[src/rtl/riscv_pkg.sv]
// Shared RISC-V definitions: U-type opcodes, datapath width and the
// result-queue entry layout used by the U-type execute stage.
package riscv_pkg;

  localparam int XLEN = 32;

  localparam logic [6:0] OPC_LUI   = 7'h37;
  localparam logic [6:0] OPC_AUIPC = 7'h17;

  typedef struct packed {
    logic            we;
    logic            illegal;
    logic [4:0]      rd;
    logic [XLEN-1:0] data;
  } utype_entry_t;

endpackage

[src/rtl/utype_result_fifo.sv]
// Circular result queue: DEPTH entries of WIDTH bits, natural pointer wrap.
// Storage is not reset; only pointers and occupancy are.
module utype_result_fifo #(
  parameter int DEPTH = 2,
  parameter int WIDTH = 39
) (
  input  logic             clk,
  input  logic             rst_n,
  input  logic             push,
  input  logic [WIDTH-1:0] wdata,
  input  logic             pop,
  output logic [WIDTH-1:0] rdata,
  output logic             full,
  output logic             empty
);

  localparam int PW = $clog2(DEPTH);
  localparam logic [PW:0] FULL_CNT = (PW+1)'(DEPTH);

  logic [WIDTH-1:0] mem [DEPTH];
  logic [PW-1:0]    wr_ptr;
  logic [PW-1:0]    rd_ptr;
  logic [PW:0]      count;

  always_ff @(posedge clk) begin
    if (push) mem[wr_ptr] <= wdata;
  end

  always_ff @(posedge clk or negedge rst_n) begin
    if (!rst_n) begin
      wr_ptr <= '0;
      rd_ptr <= '0;
      count  <= '0;
    end else begin
      if (push) wr_ptr <= wr_ptr + 1'b1;
      if (pop)  rd_ptr <= rd_ptr + 1'b1;
      case ({push, pop})
        2'b10:   count <= count + 1'b1;
        2'b01:   count <= count - 1'b1;
        default: count <= count;
      endcase
    end
  end

  assign rdata = mem[rd_ptr];
  assign full  = (count == FULL_CNT);
  assign empty = (count == '0);

endmodule

[src/rtl/riscv_utype_exec.sv]
// LUI/AUIPC execute stage feeding a small writeback queue.
// Define RISCV_UTYPE_EXEC_PERF_EN to add retired/illegal pop counters.
module riscv_utype_exec
  import riscv_pkg::*;
#(
  parameter int DEPTH = 2
) (
  input  logic        clk,
  input  logic        rst_n,
  input  logic        in_valid,
  output logic        in_ready,
  input  logic [31:0] in_pc,
  input  logic [19:0] in_imm,
  input  logic [4:0]  in_rd,
  input  logic [6:0]  in_opcode,
  output logic        out_valid,
  input  logic        out_ready,
  output logic        out_rd_we,
  output logic [4:0]  out_rd,
  output logic [31:0] out_rd_data,
  output logic        out_illegal
`ifdef RISCV_UTYPE_EXEC_PERF_EN
  ,
  output logic [31:0] perf_retired,
  output logic [31:0] perf_illegal
`endif
);

  localparam int EW = $bits(utype_entry_t);

  function automatic utype_entry_t utype_compute(
    input logic [XLEN-1:0] pc,
    input logic [19:0]     imm,
    input logic [4:0]      rd,
    input logic [6:0]      opc
  );
    utype_entry_t  e;
    logic [XLEN-1:0] u;
    u  = {imm, 12'h000};
    e  = '0;
    e.rd = rd;
    case (opc)
      OPC_LUI:   e.data = u;
      OPC_AUIPC: e.data = pc + u;
      default:   e.illegal = 1'b1;
    endcase
    e.we = !e.illegal && (rd != 5'd0);
    return e;
  endfunction

  // Stage p0: result computed combinationally at the push boundary
  utype_entry_t     entry_p0;
  logic             push_p0;
  logic             pop_p1;
  logic [EW-1:0]    head_raw_p1;
  utype_entry_t     head_p1;
  logic             full_p1;
  logic             empty_p1;

  assign entry_p0 = utype_compute(in_pc, in_imm, in_rd, in_opcode);
  assign in_ready = !full_p1;
  assign push_p0  = in_valid && in_ready;

  utype_result_fifo #(
    .DEPTH (DEPTH),
    .WIDTH (EW)
  ) u_fifo (
    .clk   (clk),
    .rst_n (rst_n),
    .push  (push_p0),
    .wdata (entry_p0),
    .pop   (pop_p1),
    .rdata (head_raw_p1),
    .full  (full_p1),
    .empty (empty_p1)
  );

  // Stage p1: registered queue head presented to writeback
  assign head_p1     = utype_entry_t'(head_raw_p1);
  assign out_valid   = !empty_p1;
  assign pop_p1      = out_valid && out_ready;
  assign out_rd_we   = out_valid && head_p1.we;
  assign out_illegal = out_valid && head_p1.illegal;
  assign out_rd      = out_valid ? head_p1.rd   : 5'd0;
  assign out_rd_data = out_valid ? head_p1.data : '0;

`ifdef RISCV_UTYPE_EXEC_PERF_EN
  always_ff @(posedge clk or negedge rst_n) begin
    if (!rst_n) begin
      perf_retired <= '0;
      perf_illegal <= '0;
    end else if (pop_p1) begin
      perf_retired <= perf_retired + 32'd1;
      if (head_p1.illegal) perf_illegal <= perf_illegal + 32'd1;
    end
  end
`endif

endmodule

[config.mk]
export PLATFORM = sky130hd
export DESIGN_NAME = riscv_utype_exec
export DESIGN_NICKNAME = d
export VERILOG_FILES = /design/src/rtl/riscv_pkg.sv /design/src/rtl/utype_result_fifo.sv /design/src/rtl/riscv_utype_exec.sv
export SDC_FILE = /design/constraint.sdc
export NUM_CORES = 1
export LEC_CHECK = 0
export BUFFER_PORTS_ARGS = -buffer_cell sky130_fd_sc_hd__buf_2
export CAP_MARGIN = 30
export CORE_MARGIN = 10
export CORE_UTILIZATION = 30
export DETAILED_ROUTE_END_ITERATION = 10
export PLACE_DENSITY = 0.59
export SKIP_LAST_GASP = 1
export SYNTH_ARGS = -nofsm -noshare
export SYNTH_HDL_FRONTEND = slang
export SYNTH_HIERARCHICAL = 1
export SYNTH_SLANG_ARGS = --single-unit
[constraint.sdc]
create_clock -name clk -period 3.65 [get_ports clk]
set_clock_uncertainty 0.1 [all_clocks]
set_input_delay 0.73 -clock clk [delete_from_list [all_inputs] [get_ports clk]]
set_output_delay 0.73 -clock clk [all_outputs]
set_load 0.02 [all_outputs]
# --- Yosys cells after proc, flatten, opt, wreduce, memory -nomap -nowiden ---
# Memories as Yosys holds them, arrays and structs flattened.
# Cells that the tools add are included.
word_totals:
  inputBits: 68
  out_inout_bits: 41
  reg_bits: 4
  mem_bits_rw: 78
  n_memories: 1
  elab_cells: 32
classes:
  mux: 7
  eq_ne: 5
  n_addsub: 5
  reduce_logical: 11
memory_table:
  columns: ["memory", "words", "word_bits", "rd", "rd_clocked_by_memory_dff", "write_ports", "line_no", "source"]
  rows:
  - ["u_fifo.mem", 2, 39, 1, 0, 1, "utype_result_fifo.sv:20", "logic [WIDTH-1:0] mem [DEPTH];"]
ops:
  columns: ["operator", "n"]
  rows:
  - ["$pmux W32 S2", 1]
  - ["$add A32 B32 Y32", 1]
  - ["$mux W32", 1]
  - ["$eq A7 B5 Y1 const B", 1]
  - ["$eq A7 B6 Y1 const B", 1]
  - ["$logic_and A1 B1 Y1", 5]
  - ["$mux W5", 1]
  - ["$reduce_bool A5 Y1", 1]
  - ["$eq A2 B2 Y1 const B", 2]
  - ["$pmux W2 S2", 1]
  - ["$mux W1", 3]
  - ["$add A1 B1 Y1 const B", 2]
  - ["$add A2 B1 Y2 const B", 1]
  - ["$eq A2 B1 Y1 const B", 1]
  - ["$logic_not A1 Y1", 2]
  - ["$logic_not A2 Y1", 1]
  - ["$reduce_bool A2 Y1", 1]
  - ["$reduce_or A2 Y1", 1]
  - ["$sub A2 B1 Y2 const B", 1]

# --- Logic depth before layout (Yosys ltp) ---
depth:
  ltp_word: 5
  mapped_depth: 9
  mapped_depth_nobuf: 9

# --- Hierarchy ---
# Netlist, hierarchy kept.
modules_own_cells:
  columns: ["mod", "instances", "area_each_um2", "seq_area_each_um2", "cells_each"]
  rows:
  - ["utype_result_fifo", 1, 3011.6, 2442.3, 137]
  - ["riscv_utype_exec", 1, 1615.3, 0.0, 251]

# --- Worst setup path after synthesis ---
# Ideal clock, no wire load.
synth_path:
  path_kind: "input -> register"
  start: "input in_valid"
  end: "memory u_fifo.mem[0][0] (enable)"
  path_slack_ns: 0.465
  stages: 3
  setup_time_ns: 0.435
  required_time_ns: 3.115
  t_arrival_ns: 2.649
  path_buffers: 0
  cell_sequence: "nor2b_1 inv_1 nor2_1"
synth_between:
  elab_chain_len: 3
synth_rtl:
  columns: ["item", "line_no", "source"]
  rows:
  - ["start: declaration", "riscv_utype_exec.sv:10", "input logic in_valid,"]
  - ["$logic_and A1 B1 Y1", "riscv_utype_exec.sv:62", "assign push_p0 = in_valid && in_ready;"]
  - ["$mux W1", "utype_result_fifo.sv:26", "if (push) mem[wr_ptr] <= wdata;"]
  - ["$mux W1 (not written as such)", "utype_result_fifo.sv:26", null]
  - ["end: declaration", "utype_result_fifo.sv:20", null]
# Every way passes these cells.

==> results by group <==
Timing
  – Unrepaired setup endpoints after global routing: false
  – F_max: 330 MHz
  – Final Max Tran Viols: 0
  – Relative slew slack: 0.608
  – Tmin final: 3.03 ns
  – Setup TNS: 0 ns
  – Fin crit share: 0.831
  – Setup violators final: 0
  – Slew of the pin with the lowest slew margin: 0.586 ns
  – Final Hold Vio Count: 0

Worst hold path
  – Hold Crit Class: input port to async pin

Final layout
  – Fill count: 1486
  – Number of diodes: 0
  – Share of cells above drive strength 1: 0.356
  – Final #Nets: 589
  – Layout Cells excl Fill: 693
  – Area growth syn-to-layout: 22.9%

Setup path
  – Worst r2r dst: u_fifo/count[1]
  – CP max-delay cell: fa_1
  – Worst EP arrival: 3.01 ns
  – Most used cell, CP: a211oi_1
  – Crit path largest cell delay: 0.43 ns
  – Crit. End Element: flop
  – Critical path class: input port to flop
  – CP Max Fanout: 3
  – Flop2flop setup slack: 1.44 ns
  – Reg2reg start: u_fifo/count[0]
  – Crit start category: input port
  – FF-to-FF path depth: 6
  – Critical-path cell list: buf_2, ha_1, fa_1, a211oi_1, o21ai_1, a21oi_2, nor3b_1, a211oi_1, xnor2_1, a22o_1
  – Worst EP required: 3.62 ns

Place
  – Placed cells: 677
  – PortBufs: 108
  – DP HPWL: 8450 µm
  – GPL Wtd Cong: 0.871

GRT
  – Total track usage: 0.111
  – First-pass GRT wire length: 18300 µm
  – Initial antenna violation count: 0
  – Largest net degree at the start of global routing: 40
  – Number of global-route vias before repair: 3564
  – GRT Residual Overflow: 0

Synthesis
  – Netlist cell types: 52
  – Seq/Total Area, Yosys: 0.528
  – Yosys top cell area share: 0.506
  – Syn Std Cell Area: 4630 µm²
  – Yosys warning total: 6
  – Asr flop ratio synth: 0.0488
  – Most frequent cells after synthesis: edfxtp_1, nor2b_1, mux2_2
  – Synthesized instance count: 388
  – Synthesized Nets: 477
  – Synthesized area per cell: 11.9 µm²
  – Most common cell in the netlist: edfxtp_1
  – Synth Register Bits: 82
  – Post-synth EDFFs: 78
  – Ranking of synthesized cells by area: edfxtp_1, mux2_2, nor2b_1
  – Synth area leader: edfxtp_1
  – Top FF cell, synth: edfxtp_1

Clocking
  – Clock buffer depth: 2
  – Root Buffer: clkbuf_16
  – Post-CTS setup buffers: 0
  – CTS Sinks: 82
  – Worst skew pair latency: 0.32 ns
  – Clock-pin slew on the worst setup and hold paths: 0.06 ns
  – Max H-tree Level: 3
  – CTS resizes: 0
  – Num CTS Buffers: 9
  – Hold buffers post-CTS: 0
  – CTS tree: yes

Routing
  – Routed vias: 3328
  – WL per Instance: 16.5 µm
  – 1st-iter DRT viols: 149
  – Number of vias per cell: 4.80
  – DRC: 0
  – Final WL: 11500 µm
  – Routed Antenna Nets: 0
  – Router iterations before antenna repair: 4

Flow run
  – Max_cap viols: 0

Outcome
  – Status: finished, final reports clean

Pwr
  – Power per standard cell area: 659 nW/µm²
  – Worst VDD drop: 0.000325 V
  – Pleak: 2.33 nW
  – Final Power: 3.75 mW

Floorplan
  – Io pins: 109
  – Die Y-Extent: 144 µm
  – Initial Utilization: 0.305
  – Die Area: 20800 µm²
  – CORE AREA: 15100 µm²
  – Die Wd: 144 µm
  – Cell row count: 45
-- logic make-up (layout without fill, tap and decap cells) --
| kind of cell | Yosys count | after routing | synth area share |
|---|---|---|---|
| adders and majority gates | 21 | 21 | 0.0584 |
| xor gates and xnor gates | 18 | 18 | 0.0341 |
| DFF | 82 | 82 | 0.528 |
| AOI/OAI and AO/OA | 71 | 71 | 0.0971 |
| muxes | 42 | 42 | 0.101 |
| and+or+nand+nor | 133 | 133 | 0.157 |
| buffers and inverters | 21 | 138 | 0.0238 |
-- per-layer routing --
layer | share of wire | vias up | track usage
met5 | 0 | - | 0
met4 | 0.018 | 0 | 0.0495
met3 | 0.058 | 11 | 0.0226
met2 | 0.48 | 98 | 0.183
met1 | 0.44 | 1565 | 0.137
li1 | - | 1654 | -
-- through the flow --
step | setup WS, ns | util | hold slack, ns | cell area [µm²]
floorplan | 0.465 | - | 0.334 | 4630
global placement | 0.349 | 0.357 | 0.423 | 5400
detailed placement | 0.302 | 0.357 | 0.431 | 5400
CTS | 0.640 | 0.376 | 0.0902 | 5690
global route | 0.372 | 0.376 | 0.0987 | 5690
finish | 0.617 | 0.376 | 0.102 | 5690
-- critical path, delay by kind of cell --
family,cells,cell delay [ns]
compound gates,5,1.32
xor+xnor,1,0.09
fa+ha+maj,2,0.65
buf+inv,1,0.10
simple gates,1,0.11
-- power breakdown --
part / switching [mW] / internal, mW
clock: 0.337 / 0.524
combinational: 0.906 / 0.621
sequential: 0.105 / 1.26
-- flip-flops by register name (all words and copies together) (netlist names) --
| signal | cells |
|---|---|
| u_fifo/rd_ptr | 1 |
| u_fifo/count | 2 |
| u_fifo/mem | 78 |
| u_fifo/wr_ptr | 1 |
-- final cells by class --
| class | count | area, µm² | share of cell area |
|---|---|---|---|
| inverters | 7 | 26.3 | 0.00462 |
| clock inverters | 6 | 57.6 | 0.0101 |
| multi-input cells | 285 | 2090 | 0.368 |
| well taps | 188 | 235 | 0.0414 |
| clock buffers | 10 | 229 | 0.0403 |
| flip-flops and latches | 82 | 2440 | 0.430 |
| repair buffers | 115 | 606 | 0.106 |
-- how the worst max path moves through the flow --
stage	startpoint	slack, ns	to
2_1_floorplan	in_valid	0.47	u_fifo/mem[0][0]
3_3_place_gp	in_pc[12]	0.35	u_fifo/mem[0][26]
5_1_grt	in_pc[12]	0.37	u_fifo/mem[0][26]
6_report	in_pc[12]	0.62	u_fifo/mem[0][26]
4_1_cts	in_pc[12]	0.64	u_fifo/mem[0][26]
3_5_place_dp	in_pc[12]	0.30	u_fifo/mem[0][26]
-- cell usage in the layout, fill, tap and decap left out, drive strengths merged, types with 2 or more instances in the layout --
cell / count
a21o: 3
o21a: 5
clkbuf: 10
nand3: 4
clkinv: 5
ha: 20
dfrtp: 4
nand4: 2
o21bai: 3
xnor2: 7
and2b: 2
xor2: 11
o22ai: 4
a211oi: 6
and4: 2
nor2: 18
mux2i: 3
and2: 15
nand2: 29
nor4: 4
nor2b: 44
mux2: 39
edfxtp: 78
o21ai: 16
a21oi: 25
buf: 115
nor3: 7
inv: 6
o31ai: 2
Note: power is estimated with default switching activity, not from simulation.
